===== src/rtl/rf_fifo_ctrl_23x64_if.sv =====
// Push/pop handshake bundle for rf_fifo_ctrl_23x64.
//   flush_i             synchronous clear of all FIFO contents
//   push_val_i/rdy_o    push handshake, push_dat_i carries the word
//   pop_val_o/rdy_i     pop handshake, pop_dat_o carries the head word
//   cnt_o               total words held (RF + in-flight read + output buffer)
// slave modport: FIFO side; master modport: producer/consumer side.
interface rf_fifo_ctrl_23x64_if #(
  parameter int unsigned Word_Width = 23,
  parameter int unsigned Addr_Width = 6
) ();
  logic                  flush_i;
  logic                  push_val_i;
  logic                  push_rdy_o;
  logic [Word_Width-1:0] push_dat_i;
  logic                  pop_val_o;
  logic                  pop_rdy_i;
  logic [Word_Width-1:0] pop_dat_o;
  logic [Addr_Width:0]   cnt_o;

  modport slave (
    input  flush_i, push_val_i, push_dat_i, pop_rdy_i,
    output push_rdy_o, pop_val_o, pop_dat_o, cnt_o
  );

  modport master (
    output flush_i, push_val_i, push_dat_i, pop_rdy_i,
    input  push_rdy_o, pop_val_o, pop_dat_o, cnt_o
  );
endinterface


===== src/rtl/rf_fifo_ctrl_23x64.sv =====
// Show-ahead FIFO controller around a 23x64 two-port register file.
// Pushes become port-B writes, reads are issued on port A, and a 2-entry
// output buffer absorbs the RF's one-cycle read latency so one push and one
// pop can complete every cycle.
// Ports:
//   clk, rstn        clock, asynchronous active-low reset
//   bus (slave)      flush / push / pop handshakes and word count
//   mem_cena_o       RF port-A read enable (active-low), mem_addra_o address
//   mem_dataa_i      RF read data, valid the cycle after a read edge
//   mem_cenb_o       RF port-B enable (active-low), mem_wenb_o write enable
//   mem_addrb_o      RF write address, mem_datab_o write data
module rf_fifo_ctrl_23x64 #(
  parameter int unsigned Word_Width = 23,
  parameter int unsigned Addr_Width = 6
) (
  input  logic                  clk,
  input  logic                  rstn,
  rf_fifo_ctrl_23x64_if.slave   bus,
  output logic                  mem_cena_o,
  output logic [Addr_Width-1:0] mem_addra_o,
  input  logic [Word_Width-1:0] mem_dataa_i,
  output logic                  mem_cenb_o,
  output logic                  mem_wenb_o,
  output logic [Addr_Width-1:0] mem_addrb_o,
  output logic [Word_Width-1:0] mem_datab_o
);

  localparam int unsigned DEPTH = 1 << Addr_Width;
  localparam int unsigned CW    = Addr_Width + 1;

  logic [Addr_Width-1:0] wr_ptr_q, wr_ptr_d;
  logic [Addr_Width-1:0] rd_ptr_q, rd_ptr_d;
  logic [CW-1:0]         ram_cnt_q, ram_cnt_d;
  logic                  rd_pend_q, rd_pend_d;
  logic [1:0]            out_cnt_q, out_cnt_d;
  logic [Word_Width-1:0] ob0_q, ob0_d;
  logic [Word_Width-1:0] ob1_q, ob1_d;
  logic                  push_rdy_q, push_rdy_d;
  logic                  pop_val_q, pop_val_d;
  logic [CW-1:0]         cnt_q, cnt_d;

  logic                  push_fire;
  logic                  pop_fire;
  logic                  rd_issue;
  logic [2:0]            occ;
  logic [1:0]            out_after;

  // Flush wins over both handshakes, so neither side fires in a flush cycle.
  assign push_fire = bus.push_val_i & push_rdy_q & ~bus.flush_i;
  assign pop_fire  = pop_val_q & bus.pop_rdy_i & ~bus.flush_i;

  // Buffer slots that will be committed after this cycle's pop; a new read
  // is only issued if its data is guaranteed a free slot next cycle.
  assign occ      = {1'b0, out_cnt_q} + {2'b00, rd_pend_q} - {2'b00, pop_fire};
  assign rd_issue = (ram_cnt_q != '0) & (occ <= 3'd1) & ~bus.flush_i;

  always_comb begin
    wr_ptr_d   = wr_ptr_q;
    rd_ptr_d   = rd_ptr_q;
    ram_cnt_d  = ram_cnt_q;
    rd_pend_d  = rd_pend_q;
    out_cnt_d  = out_cnt_q;
    ob0_d      = ob0_q;
    ob1_d      = ob1_q;
    push_rdy_d = push_rdy_q;
    pop_val_d  = pop_val_q;
    cnt_d      = cnt_q;
    out_after  = out_cnt_q - {1'b0, pop_fire};

    if (bus.flush_i) begin
      wr_ptr_d   = '0;
      rd_ptr_d   = '0;
      ram_cnt_d  = '0;
      rd_pend_d  = 1'b0;
      out_cnt_d  = '0;
      push_rdy_d = 1'b0;
      pop_val_d  = 1'b0;
      cnt_d      = '0;
    end else begin
      if (push_fire) wr_ptr_d = wr_ptr_q + Addr_Width'(1'b1);
      if (rd_issue)  rd_ptr_d = rd_ptr_q + Addr_Width'(1'b1);
      ram_cnt_d = ram_cnt_q + CW'(push_fire) - CW'(rd_issue);
      rd_pend_d = rd_issue;

      // Pop shifts first, then returning read data lands in the first free slot.
      if (pop_fire) ob0_d = ob1_q;
      if (rd_pend_q) begin
        if (out_after == 2'd0) ob0_d = mem_dataa_i;
        else                   ob1_d = mem_dataa_i;
      end
      out_cnt_d = out_after + {1'b0, rd_pend_q};

      push_rdy_d = (ram_cnt_d < CW'(DEPTH));
      pop_val_d  = (out_cnt_d != 2'd0);
      cnt_d      = ram_cnt_d + CW'(rd_pend_d) + CW'(out_cnt_d);
    end
  end

  always_ff @(posedge clk or negedge rstn) begin
    if (!rstn) begin
      wr_ptr_q   <= '0;
      rd_ptr_q   <= '0;
      ram_cnt_q  <= '0;
      rd_pend_q  <= 1'b0;
      out_cnt_q  <= '0;
      ob0_q      <= '0;
      ob1_q      <= '0;
      push_rdy_q <= 1'b0;
      pop_val_q  <= 1'b0;
      cnt_q      <= '0;
    end else begin
      wr_ptr_q   <= wr_ptr_d;
      rd_ptr_q   <= rd_ptr_d;
      ram_cnt_q  <= ram_cnt_d;
      rd_pend_q  <= rd_pend_d;
      out_cnt_q  <= out_cnt_d;
      ob0_q      <= ob0_d;
      ob1_q      <= ob1_d;
      push_rdy_q <= push_rdy_d;
      pop_val_q  <= pop_val_d;
      cnt_q      <= cnt_d;
    end
  end

  assign bus.push_rdy_o = push_rdy_q;
  assign bus.pop_val_o  = pop_val_q;
  assign bus.pop_dat_o  = ob0_q;
  assign bus.cnt_o      = cnt_q;

  assign mem_cena_o  = ~rd_issue;
  assign mem_addra_o = rd_ptr_q;
  assign mem_cenb_o  = ~push_fire;
  assign mem_wenb_o  = ~push_fire;
  assign mem_addrb_o = wr_ptr_q;
  assign mem_datab_o = bus.push_dat_i;

  a_ram_cnt: assert property (@(posedge clk) disable iff (!rstn)
    ram_cnt_q <= CW'(DEPTH));
  a_out_cnt: assert property (@(posedge clk) disable iff (!rstn)
    out_cnt_q <= 2'd2);
  a_no_underflow: assert property (@(posedge clk) disable iff (!rstn)
    !(pop_fire && out_cnt_q == 2'd0));
  a_no_collision: assert property (@(posedge clk) disable iff (!rstn)
    !(rd_issue && push_fire && rd_ptr_q == wr_ptr_q));

endmodule


===== src/flat_wrapper.sv =====
// flat-port wrapper written by rule: the top's interface ports become plain ports
module rf_fifo_ctrl_23x64_flat 
#(
  parameter int unsigned Word_Width = 23,
  parameter int unsigned Addr_Width = 6
)
  (clk, rstn, mem_cena_o, mem_addra_o, mem_dataa_i, mem_cenb_o, mem_wenb_o, mem_addrb_o, mem_datab_o, bus_flush_i, bus_push_val_i, bus_push_dat_i, bus_pop_rdy_i, bus_push_rdy_o, bus_pop_val_o, bus_pop_dat_o, bus_cnt_o);
  rf_fifo_ctrl_23x64_if #(.Word_Width(Word_Width), .Addr_Width(Addr_Width)) bus_i ();
  input  logic clk;
  input  logic rstn;
  output logic mem_cena_o;
  output logic [Addr_Width-1:0] mem_addra_o;
  input  logic [Word_Width-1:0] mem_dataa_i;
  output logic mem_cenb_o;
  output logic mem_wenb_o;
  output logic [Addr_Width-1:0] mem_addrb_o;
  output logic [Word_Width-1:0] mem_datab_o;
  input wire logic [$bits(bus_i.flush_i)-1:0] bus_flush_i;
  input wire logic [$bits(bus_i.push_val_i)-1:0] bus_push_val_i;
  input wire logic [$bits(bus_i.push_dat_i)-1:0] bus_push_dat_i;
  input wire logic [$bits(bus_i.pop_rdy_i)-1:0] bus_pop_rdy_i;
  output wire logic [$bits(bus_i.push_rdy_o)-1:0] bus_push_rdy_o;
  output wire logic [$bits(bus_i.pop_val_o)-1:0] bus_pop_val_o;
  output wire logic [$bits(bus_i.pop_dat_o)-1:0] bus_pop_dat_o;
  output wire logic [$bits(bus_i.cnt_o)-1:0] bus_cnt_o;
  assign bus_i.flush_i = bus_flush_i;
  assign bus_i.push_val_i = bus_push_val_i;
  assign bus_i.push_dat_i = bus_push_dat_i;
  assign bus_i.pop_rdy_i = bus_pop_rdy_i;
  assign bus_push_rdy_o = bus_i.push_rdy_o;
  assign bus_pop_val_o = bus_i.pop_val_o;
  assign bus_pop_dat_o = bus_i.pop_dat_o;
  assign bus_cnt_o = bus_i.cnt_o;
  rf_fifo_ctrl_23x64 #(.Word_Width(Word_Width), .Addr_Width(Addr_Width)) u_core (.clk(clk), .rstn(rstn), .bus(bus_i), .mem_cena_o(mem_cena_o), .mem_addra_o(mem_addra_o), .mem_dataa_i(mem_dataa_i), .mem_cenb_o(mem_cenb_o), .mem_wenb_o(mem_wenb_o), .mem_addrb_o(mem_addrb_o), .mem_datab_o(mem_datab_o));
endmodule

===== config.mk =====
export PLATFORM = sky130hd
export DESIGN_NAME = rf_fifo_ctrl_23x64_flat
export DESIGN_NICKNAME = d
export VERILOG_FILES = /design/src/rtl/rf_fifo_ctrl_23x64_if.sv /design/src/rtl/rf_fifo_ctrl_23x64.sv /design/src/flat_wrapper.sv
export SDC_FILE = /design/constraint.sdc
export NUM_CORES = 1
export LEC_CHECK = 0
export ABC_CLOCK_PERIOD_IN_PS = 4600
export CORE_UTILIZATION = 35
export DETAILED_ROUTE_END_ITERATION = 7
export SLEW_MARGIN = 15
export SYNTH_ARGS = -nofsm -noshare
export SYNTH_HDL_FRONTEND = slang
export SYNTH_SLANG_ARGS = --single-unit
export TNS_END_PERCENT = 1

===== constraint.sdc =====
create_clock -name clk -period 4.6 [get_ports clk]
set_input_delay 0.46 -clock clk [delete_from_list [all_inputs] [get_ports clk]]
set_output_delay 0.46 -clock clk [all_outputs]
set_load 0.02 [all_outputs]

# Yosys cells after proc, flatten, opt, wreduce, memory -nomap -nowiden

Index checks and enable logic that the tools add are counted.

Bits in registers: 77
Word-level logic and storage cells: 51

Add/sub/neg operators: 10
Order comparisons: 2
Mux-type cells: 13
Bitwise operators: 10
Reductions and logical operators: 6

Operators by type and width:

| cell                                                                  | count |
|---|---|
| 23-bit 2-to-1 mux                                                     | 3 |
| 6-bit 2-to-1 mux                                                      | 4 |
| 7-bit by 1-bit adder with 7-bit output                                | 2 |
| 7-bit 2-to-1 mux                                                      | 2 |
| 6-bit by 1-bit adder with 6-bit output, second input constant         | 2 |
| 7-bit by 2-bit adder with 7-bit output                                | 1 |
| 7-bit < comparator, second input constant                             | 1 |
| 7-bit nonzero test                                                    | 1 |
| 7-bit by 1-bit subtractor with 7-bit output                           | 1 |
| 1-bit AND                                                             | 6 |
| 2-bit nonzero test                                                    | 3 |
| 1-bit NOT                                                             | 4 |
| 2-bit by 1-bit adder with 3-bit output                                | 1 |
| 3-bit by 1-bit <= comparator with 1-bit output, second input constant | 1 |
| 1-bit 2-to-1 mux                                                      | 3 |
| 3-bit AND reduction                                                   | 1 |
| 3-bit by 1-bit subtractor with 3-bit output                           | 1 |
| 2-bit by 1-bit adder with 2-bit output                                | 1 |
| 2-bit logical NOT                                                     | 1 |
| 2-bit 2-to-1 mux                                                      | 1 |
| 2-bit by 1-bit subtractor with 2-bit output                           | 1 |

# Depth between registers and ports, before layout

Gate-level depths: netlist (run 1).

Word-level depth: 10
Mapped depth: 21

# Worst setup path before layout (run 1)

No wires, ideal clock.

Path type: register -> register
Start: reg u_core.pop_val_q, in the netlist u_core.bus.pop_val_o
End: reg u_core.cnt_q[6], in the netlist u_core.bus.cnt_o[6]
Setup time: 0.128 ns
Data arrival time: 4.349 ns
Path slack: 0.124 ns
Stages on the path, launching flop included: 21
Path buffers: 1
Clock period less this slack: 4.476 ns
Cell sequence: dfrtp_1 > nand3b_4 > buf_1 > xnor2_1 > ha_1 > inv_1 > fa_1 > xnor2_1 > o311a_1 > nand2b_1 > inv_1 > ha_1 > inv_1 > ha_1 > inv_1 > fa_1 > inv_1 > fa_1 > nand2_1 > nor4_2 > mux2_1

Word-level cells in the longest chain between the ends: 10

Ends and longest elaborated chain:

| what                                           | line                      | source |
|---|---|---|
| from (decl)                                    | rf_fifo_ctrl_23x64.sv:39  | `logic pop_val_q, pop_val_d;` |
| from (signal assigned)                         | rf_fifo_ctrl_23x64.sv:120 | `pop_val_q <= pop_val_d;` |
| 1-bit AND * (2 in series)                      | rf_fifo_ctrl_23x64.sv:50  | `assign pop_fire = pop_val_q & bus.pop_rdy_i & ~bus.flush_i;` |
| 3-bit by 1-bit subtractor with 3-bit output    | rf_fifo_ctrl_23x64.sv:54  | `assign occ = {1'b0, out_cnt_q} + {2'b00, rd_pend_q} - {2'b00, pop_fire};` |
| 3-bit by 1-bit <= comparator with 1-bit output | rf_fifo_ctrl_23x64.sv:55  | `assign rd_issue = (ram_cnt_q != '0) & (occ <= 3'd1) & ~bus.flush_i;` |
| 1-bit AND (2 in series)                        | rf_fifo_ctrl_23x64.sv:55  |  |
| 7-bit by 1-bit subtractor with 7-bit output    | rf_fifo_ctrl_23x64.sv:82  | `ram_cnt_d = ram_cnt_q + CW'(push_fire) - CW'(rd_issue);` |
| 7-bit by 1-bit adder with 7-bit output         | rf_fifo_ctrl_23x64.sv:95  | `cnt_d = ram_cnt_d + CW'(rd_pend_d) + CW'(out_cnt_d);` |
| 7-bit by 2-bit adder with 7-bit output *       | rf_fifo_ctrl_23x64.sv:95  |  |
| 7-bit 2-to-1 mux *                             | rf_fifo_ctrl_23x64.sv:70  | `if (bus.flush_i) begin` |
| net u_core.cnt_d[6]                            | rf_fifo_ctrl_23x64.sv:40  | `logic [CW-1:0] cnt_q, cnt_d;` |
| to (signal assigned)                           | rf_fifo_ctrl_23x64.sv:121 | `cnt_q <= cnt_d;` |
| to (decl)                                      | rf_fifo_ctrl_23x64.sv:40  |  |

Mark *: on every way through the listed nets, which the timed path passes. The rest lies on a longest branch.
A chain may end at the register's enable or synchronous reset.

# Final worst setup path (run 1)

Start: in bus_pop_rdy_i
End: reg u_core.cnt_q[6], in the netlist u_core.bus.cnt_o[6]

Word-level cells in the longest chain between the ends: 10

Ends and longest elaborated chain:

| what                                           | line                     | source |
|---|---|---|
| from (decl)                                    | flat_wrapper.sv:21       | `input wire logic [$bits(bus_i.pop_rdy_i)-1:0] bus_pop_rdy_i;` |
| 1-bit AND * (2 in series)                      | rf_fifo_ctrl_23x64.sv:50 |  |
| 3-bit by 1-bit subtractor with 3-bit output    | rf_fifo_ctrl_23x64.sv:54 |  |
| 3-bit by 1-bit <= comparator with 1-bit output | rf_fifo_ctrl_23x64.sv:55 |  |
| 1-bit AND (2 in series)                        | rf_fifo_ctrl_23x64.sv:55 |  |
| 7-bit by 1-bit subtractor with 7-bit output    | rf_fifo_ctrl_23x64.sv:82 |  |
| 7-bit by 1-bit adder with 7-bit output         | rf_fifo_ctrl_23x64.sv:95 |  |
| 7-bit by 2-bit adder with 7-bit output *       | rf_fifo_ctrl_23x64.sv:95 |  |
| 7-bit 2-to-1 mux *                             | rf_fifo_ctrl_23x64.sv:70 |  |
| net u_core.cnt_d[6]                            | rf_fifo_ctrl_23x64.sv:40 |  |

Marks and branches as above.

==> results of run 1 <==
[power by group through the flow]
| stage | Sequential (mW) | Clock [mW] | Combinational, mW |
|---|---|---|---|
| floorplan | 1.29 | 0 | 1.14 |
| CTS | 1.14 | 0.467 | 2.04 |
| global route | 1.17 | 0.502 | 2.23 |
| global placement | 1.14 | 0 | 1.98 |
| finish | 1.14 | 0.448 | 2.02 |
| detailed placement | 1.15 | 0 | 2.02 |
[state kept, by name, indices dropped and copies added (netlist names)]
signal / count
u_core.bus.cnt_o: 7
u_core.bus.pop_dat_o: 23
u_core.bus.pop_val_o: 1
u_core.bus.push_rdy_o: 1
u_core.mem_addra_o: 6
u_core.mem_addrb_o: 6
u_core.ob1_q: 23
u_core.out_cnt_q: 2
u_core.ram_cnt_q: 7
u_core.rd_pend_q: 1
[routing by layer]
metal / track usage (%) / up-vias
met5: 0 / -
met4: 6.262 / 0
met3: 2.592 / 13
met2: 26.56 / 76
met1: 21.28 / 1364
li1: - / 1361
[synth_stat cells, types with 6 or more instances]
cell type  instances  area, um2
dfrtp_1           77       1927
clkbuf_1           7      26.28
a21oi_1            7      35.03
inv_1             14      52.55
buf_1              6      22.52
mux2_2            17      191.4
nand2_1           11      41.29
nor3_1            71      355.3
mux2_1             7      78.83
buf_4             24      180.2
nor2_1            43      161.4
nor2b_1            9      56.30
xnor2_1           12      105.1
ha_1              14      175.2
xor2_1             7      61.31
[layout make-up]
class	instances	share of cell area (%)
sequential	77	39.88
multi-input combinational	244	35.29
timing repair buffer	84	16.73
tap	140	3.625
clock buffer	9	2.563
inverter	14	1.088
clock inverter	6	0.8286
[worst max-delay path, stage by stage]
cell and delay, ns:
clkdlybuf4s50_1 0.53, nand3b_4 0.11, xnor2_1 0.14, ha_1 0.15
inv_1 0.05, fa_1 0.38, xnor2_1 0.22, o311a_1 0.22
nand2b_1 0.08, inv_1 0.08, ha_1 0.23, inv_1 0.07
ha_1 0.17, inv_1 0.06, fa_1 0.51, inv_1 0.08
fa_1 0.43, nand2_1 0.14, nor4_2 0.05, mux2_1 0.33
[cells by family (layout without fill, tap and decap cells)]
logic type | Yosys count | count (layout) | synth area share (%)
muxes | 24 | 24 | 6.881
AOI/OAI and AO/OA | 23 | 23 | 4.428
and+or+nand+nor | 159 | 159 | 20.80
DFF | 77 | 77 | 49.06
adders and majority gates | 18 | 18 | 6.499
buffers and inverters | 55 | 113 | 7.678
xor gates and xnor gates | 20 | 20 | 4.651
[metrics by stage]
step	worst slack, ns	power (mW)	instance area (um2)	TNS (ns)
detailed placement	-0.01433	3.170	4668	-0.01433
global placement	0.1378	3.127	4668	0
CTS	0.3452	3.648	4832	0
finish	0.3364	3.604	4832	0
floorplan	0.1238	2.426	3928	0
global route	0.1015	3.906	4832	0
[worst max-delay path by stage]
stage	startpoint	end	slack (ns)	cells after the start
6_report	bus_pop_rdy_i	u_core.bus.cnt_o[6]	0.34	20
5_1_grt	bus_pop_rdy_i	u_core.bus.cnt_o[5]	0.10	21
4_1_cts	bus_pop_rdy_i	u_core.bus.cnt_o[6]	0.35	20
3_5_place_dp	bus_pop_rdy_i	u_core.bus.cnt_o[6]	-0.01	20
3_3_place_gp	bus_pop_rdy_i	u_core.bus.cnt_o[6]	0.14	20
2_1_floorplan	u_core.bus.pop_val_o	u_core.bus.cnt_o[6]	0.12	20
==> out/qor.csv, run 1 <==
metric;value;unit
run status;finished, final reports clean;
# IOs;121;
routed length on met2;4.263;mm
internal reg-to-reg setup slack;0.57;ns
most common flop cell mapped by yosys;dfrtp_1;
fillers;1044;
Worst EP arrival;4.49;ns
CTS clock-pin slew for the worst setup and hold paths;0.09;ns
RR Endpoint;u_core.bus.cnt_o[6];
R2R depth;19;
Mapped Area;3928;um2
clk_lat worst skew;0.35;ns
Yosys warning count;0;
clock sink count;77;
worst vdd ir;0.3120;mV
Detailed Route WL;8.754;mm
area delta synth->final;23.03;%
Seq/Total Area, Yosys;49.06;%
most frequent cells in the layout;dfrtp_1 (77), clkdlybuf4s50_1 (72), nor3_1 (71), nor2_1 (42), mux2_2 (17);
Inst Count DP;559;
CTS tree;yes;
critical path endpoint category;flop;
final slew viol count;0;
Switch Pwr;1.486;mW
total grt overflow;0;
clk_skew;0.009752;ns
first-pass GRT wire length;14.68;mm
Sw Ratio;41.23;%
initial drt markers;135;
worst r2r src;u_core.bus.pop_val_o;
Mapped Nets;445;
commonest non-fill, non-tap cell in the layout;dfrtp_1;
die span in x;107.9;um
DRC;0;
half-perimeter wire length after placement;5.838;mm
antenna-violating nets left;0;
final std cells w/o fill;574;
DR top layer;met4;
port bufs;74;
root buffer cell;clkbuf_8;
Hold Path Class;input pin to async pin;
power share of the sequential group;31.5;%
hold slack final;0.2534;ns
final setup violation count;0;
PostCTS Resize Cnt;0;
Critical Path RT;4.83;ns
Slew headroom;25.68;%
number of diodes;0;
Via Count;2814;
register area;1927;um2
vias in the first global route;2953;
max_cap viols;0;
GP Congestion;0.8020;
Unique masters post-synth;46;
unrepaired setup endpoints after global routing;no;
Post-Route Utilization;44.38;%
Comb power frac;56.1;%
core box area;10890;um2
crit-path max FO;3;
Mapped Cells;376;
Tmin final;4.264;ns
layout cell share with drive strength beyond 1;12.44;%
WS Path Type;input pin to flop;
startpoint types;input pin;
Max clock buf depth;2;
internal power;2.118;mW
Post-Syn Area per Cell;10.45;um2
Clock Power Share;12.4;%
TritonCTS Buffers;9;
P per Cell Area;745.8;nW/um2
initial antenna violation count;0;
Leakage Power;2.055;nW
die height;107.9;um
CTS Hold Bufs;0;
Global Route Usage Sum;16.13;%
M1 wire length;3.950;mm
Worst Tran Pin Value;1.114;ns
Final period util;92.69;%
Synth Register Bits;77;
post-CTS setup buffer count;0;
initial core utilization;36.07;%
multi-input logic area;1705;um2
Row Count;38;
routed length on met3;421;um
Final nets;499;
DIE AREA;11650;um2
ys async rst share;100.0;%
Max Freq;0.2345;GHz
pin count of the biggest net entering global routing;78;
Max H-tree Level;3;
WL/cell;15.25;um
1st-pass router iterations;4;
Via-to-Cell Ratio;4.902;
number of synthesized flops with an enable pin;0;
Fin. Hold Viols;0;
No activity file was read; power rests on OpenSTA's default activity.
==> inputs of run 2 (changes only) <==
--- a/config.mk
+++ b/config.mk
@@ -8,6 +8,7 @@
 export ABC_CLOCK_PERIOD_IN_PS = 4600
 export CORE_UTILIZATION = 35
 export DETAILED_ROUTE_END_ITERATION = 7
+export GPL_TIMING_DRIVEN = 0
 export SLEW_MARGIN = 15
 export SYNTH_ARGS = -nofsm -noshare
 export SYNTH_HDL_FRONTEND = slang
==> run 2 against run 1 <==
Total power rose by 2.4%. Worst setup slack got worse by 0.11 ns. Combinational power hardly changed. Final area up 11%. First-iteration DRC count fell by 3.0%. Sequential power about the same. Core utilization increased by 4.7 points. Clock skew is essentially flat. Flip-flop and latch count is the same. Clock power is 27% higher. Highest routed layer unchanged. Non-clock buffer count up 56. Clock-buffer cell count grew 1. Largest power group unchanged.
==> out/qor.csv, run 2 (synthesis gave the netlist of run 1 again) <==
metric;value;unit
# IOs;121;
clk_skew;0.009807;ns
critical path endpoint category;flop;
Via-to-Cell Ratio;4.803;
Fin. Hold Viols;0;
max_cap viols;0;
WL/cell;14.31;um
P per Cell Area;690.5;nW/um2
Final period util;95.14;%
unrepaired setup endpoints after global routing;no;
first-pass GRT wire length;15.03;mm
commonest non-fill, non-tap cell in the layout;clkdlybuf4s50_1;
Detailed Route WL;9.027;mm
vias in the first global route;3100;
Leakage Power;2.281;nW
number of diodes;0;
die height;107.9;um
clk_lat worst skew;0.35;ns
initial antenna violation count;0;
die span in x;107.9;um
half-perimeter wire length after placement;6.764;mm
Inst Count DP;614;
Worst Tran Pin Value;0.6923;ns
pin count of the biggest net entering global routing;44;
Max clock buf depth;2;
Critical Path RT;4.83;ns
Via Count;3031;
post-route design area;5345;um2
clock sink count;77;
core box area;10890;um2
Worst EP arrival;4.61;ns
initial drt markers;131;
CTS clock-pin slew for the worst setup and hold paths;0.08;ns
Max H-tree Level;3;
most frequent cells in the layout;clkdlybuf4s50_1 (96), dfrtp_1 (77), nor3_1 (71), nor2_1 (43), buf_4 (27);
Global Route Usage Sum;16.68;%
GP Congestion;0.7779;
antenna-violating nets left;0;
root buffer cell;clkbuf_8;
crit-path max FO;3;
Slew headroom;53.11;%
layout cell share with drive strength beyond 1;15.27;%
final slew viol count;0;
Row Count;38;
TritonCTS Buffers;9;
CTS tree;yes;
setup_tns;0;ns
CTS Hold Bufs;0;
1st-pass router iterations;4;
total grt overflow;0;
worst vdd ir;0.2376;mV
DRC;0;
run status;finished, final reports clean;
Max Freq;0.2285;GHz
WS Path Type;input pin to flop;
Final nets;555;
Tmin final;4.377;ns
port bufs;97;
DP Area;5099;um2
startpoint types;input pin;
initial core utilization;36.07;%
Hold Path Class;input pin to async pin;
hold slack final;0.05720;ns
final std cells w/o fill;631;
final setup violation count;0;
DIE AREA;11650;um2
area delta synth->final;36.09;%
[run 2: repair_timing]
| item | CTS | global route |
|---|---|---|
| gates resized for setup | 0 | 3 |
| setup endpoints to repair | 9 | 3 |
| pin swaps | 1 | 0 |
| setup buffers | 2 | 0 |
| cloned | 0 | 0 |
[run 2: stage by stage]
step                      setup WS, ns  util [%]  total power [mW]
final                           0.2234     49.09             3.691
after global routing          0.002747     49.09             3.996
after CTS                       0.1938     48.97             3.716
after detailed placement       -0.8344     46.83             3.091
after global placement         -0.8452     46.60             3.052
after floorplan                 0.1238         -             2.426
[run 2: per-layer routing]
| metal | share of wire, % | vias up | track usage [%] |
|---|---|---|---|
| met5 | 0 | - | 0 |
| li1 | - | 1473 | - |
| met1 | 46 | 1459 | 22.08 |
| met4 | 1.6 | 0 | 7.143 |
| met3 | 4.7 | 10 | 3.255 |
| met2 | 48 | 89 | 26.65 |
[run 2: report_power, final]
part,leakage [nW],switching [mW],total (mW),internal (mW)
Combinational,1.23,1.06,1.99,0.931
Sequential,0.946,0.167,1.13,0.964
Clock,0.107,0.259,0.570,0.311
Total,2.28,1.49,3.69,2.20
[run 2: cell type report]
cell class	count	area, um2
fill	1007	5543
sequential	77	1927
multi-input combinational	244	1713
timing repair buffer	100	1011
buffer	40	245.2
tap	140	175.2
clock buffer	10	127.6
clock inverter	6	93.84
inverter	14	52.55
[run 2: path summary, 6_finish.rpt]
path                                       from                  endpoint  slack, ns  cells after the start
min reg2reg                    u_core.ob1_q[19]          u_core.ob1_q[19]       0.50                      1
max reg2reg                u_core.bus.pop_val_o       u_core.bus.cnt_o[6]       0.44                     18
min                                        rstn  u_core.bus.pop_dat_o[11]       0.06                      1
max                               bus_pop_rdy_i       u_core.bus.cnt_o[6]       0.22                     20
min in group clk               u_core.ob1_q[19]          u_core.ob1_q[19]       0.50                      1
max in group asynchronous                  rstn          u_core.ob1_q[19]       3.96                      2
[run 2: critical path: stages]
cell,delay [ns]
clkdlybuf4s50_1,0.54
nand3b_4,0.10
xnor2_1,0.17
ha_1,0.17
inv_1,0.05
fa_1,0.37
xnor2_1,0.22
o311a_1,0.21
nand2b_1,0.11
inv_2,0.11
ha_1,0.23
inv_1,0.06
ha_1,0.16
inv_1,0.06
fa_1,0.50
inv_1,0.07
fa_1,0.43
nand2_1,0.16
nor4_2,0.06
mux2_1,0.34
==> inputs of run 3 (changes only) <==
--- a/config.mk
+++ b/config.mk
@@ -6,11 +6,13 @@
 export NUM_CORES = 1
 export LEC_CHECK = 0
 export ABC_CLOCK_PERIOD_IN_PS = 4600
-export CORE_UTILIZATION = 35
+export CORE_UTILIZATION = 47
 export DETAILED_ROUTE_END_ITERATION = 7
 export GPL_TIMING_DRIVEN = 0
+export PLACE_DENSITY = 0.8
+export REMOVE_ABC_BUFFERS = 1
 export SLEW_MARGIN = 15
 export SYNTH_ARGS = -nofsm -noshare
 export SYNTH_HDL_FRONTEND = slang
 export SYNTH_SLANG_ARGS = --single-unit
-export TNS_END_PERCENT = 1
+export TNS_END_PERCENT = 30
==> run 3 against run 2 <==
Register-to-register slack is essentially flat. Global-route usage is 4.6 points higher. Critical path depth is 1 higher. Cell count down 15%. Flip-flop and latch count stayed put. Combinational power grew 2%. Sequential share of layout area increased by 2.9 points.
==> out/qor.csv, run 3 (synthesis gave the netlist of run 1 again) <==
metric;value;unit
antenna-violating nets left;0;
Worst EP arrival;4.57;ns
Hold Path Class;input pin to async pin;
max_cap viols;0;
WL/cell;16.68;um
Post-Route Utilization;62.79;%
initial drt markers;130;
commonest non-fill, non-tap cell in the layout;dfrtp_1;
first-pass GRT wire length;14.34;mm
die span in x;93.42;um
CTS tree;yes;
P per Cell Area;756.1;nW/um2
crit-path max FO;37;
Max clock buf depth;2;
WS Path Type;input pin to flop;
initial antenna violation count;0;
total grt overflow;0;
Max Freq;0.2304;GHz
Critical Path RT;4.83;ns
final setup violation count;0;
Final period util;94.34;%
Fin. Hold Viols;0;
layout cell share with drive strength beyond 1;13.76;%
clk_skew;0.01140;ns
RR Endpoint;u_core.bus.cnt_o[6];
clock sink count;77;
vias in the first global route;2959;
Via-to-Cell Ratio;5.406;
worst r2r src;u_core.bus.pop_val_o;
area delta synth->final;26.09;%
DIE AREA;8726;um2
CTS clock-pin slew for the worst setup and hold paths;0.09;ns
1st-pass router iterations;4;
Row Count;32;
critical path endpoint category;flop;
Tmin final;4.340;ns
final slew viol count;0;
pin count of the biggest net entering global routing;40;
port bufs;74;
internal reg-to-reg setup slack;0.45;ns
initial core utilization;49.79;%
Slew headroom;40.11;%
half-perimeter wire length after placement;6.168;mm
Via Count;2914;
Worst Tran Pin Value;0.8983;ns
Leakage Power;2.120;nW
Global Route Usage Sum;21.25;%
TritonCTS Buffers;9;
Max H-tree Level;3;
die height;93.42;um
DRC;0;
startpoint types;input pin;
Final nets;501;
root buffer cell;clkbuf_8;
clk_lat worst skew;0.34;ns
# IOs;121;
worst vdd ir;0.3891;mV
run status;finished, final reports clean;
R2R depth;19;
GP Congestion;0.8584;
most frequent cells in the layout;dfrtp_1 (77), nor3_1 (71), clkdlybuf4s50_1 (71), nor2_1 (42), mux2_2 (17);
setup_tns;0;ns
Detailed Route WL;8.992;mm
core box area;7888;um2
run 3: area by class of cell:
class / instances / area, um2
Inverter: 14 / 52.55
Clock buffer: 10 / 137.6
Multi-Input combinational cell: 245 / 1764
Antenna cell: 1 / 2.502
Sequential cell: 77 / 1927
Fill cell: 612 / 2935
Timing Repair Buffer: 85 / 857.1
Tap cell: 102 / 127.6
Clock inverter: 5 / 83.83
run 3: how the worst max path moves through the flow:
stage	startpoint	end	depth (start not counted)
3_3_place_gp	bus_flush_i	u_core.bus.cnt_o[4]	20
6_report	bus_flush_i	u_core.bus.cnt_o[6]	21
2_1_floorplan	u_core.bus.pop_val_o	u_core.bus.cnt_o[6]	19
3_5_place_dp	bus_flush_i	u_core.bus.cnt_o[6]	21
5_1_grt	bus_flush_i	u_core.bus.cnt_o[6]	21
4_1_cts	bus_pop_rdy_i	u_core.bus.cnt_o[6]	20
run 3: worst max-delay path, cell delays in order:
cell and delay (ns):
buf_4 0.23, buf_12 0.24, nand3b_4 0.20, xnor2_1 0.12, ha_1 0.16, inv_1 0.04, fa_1 0.40, xnor2_2 0.19
o311a_1 0.20, nand2b_1 0.08, inv_1 0.13, ha_1 0.25, inv_1 0.05, ha_1 0.16, inv_1 0.06, fa_1 0.50
inv_1 0.08, fa_1 0.46, nand2_2 0.13, nor4_4 0.06, mux2_1 0.34
run 3: metal layers:
metal	GRT usage (%)	part of all wire [%]	up-vias
met1	27.61	44	1454
met5	0	0	-
met4	9.231	1.6	0
met2	33.88	50	75
li1	-	-	1372
met3	5.041	5.3	13
run 3: power by group:
group	total [mW]	switching, mW	leakage [nW]	internal [mW]
Combinational	2.03	1.07	1.07	0.957
Sequential	1.14	0.177	0.946	0.963
Clock	0.576	0.256	0.105	0.320
Total	3.74	1.50	2.12	2.24
run 3: per-stage QoR:
step	hold WS (ns)	std cells	power (mW)	setup WS, ns	area [um2]
after floorplan	0.1644	335	2.370	0.2469	3679
after global routing	0.1159	538	3.988	-0.007897	4950
final	0.08533	539	3.745	0.2605	4952
after CTS	0.09743	532	3.669	0.003440	4868
after global placement	0.4754	511	2.963	-2.161	4547
after detailed placement	0.4728	515	3.060	-0.6416	4626
run 3: timing repair:
action / in CTS / in global routing
endpoints found under the hold margin: 0 / 0
pin swaps: 1 / 2
buffers inserted: 1 / 6
hold buffers: 0 / 0
cloned: 1 / 0
gates resized for setup: 1 / 6
endpoints found under the setup margin: 4 / 4
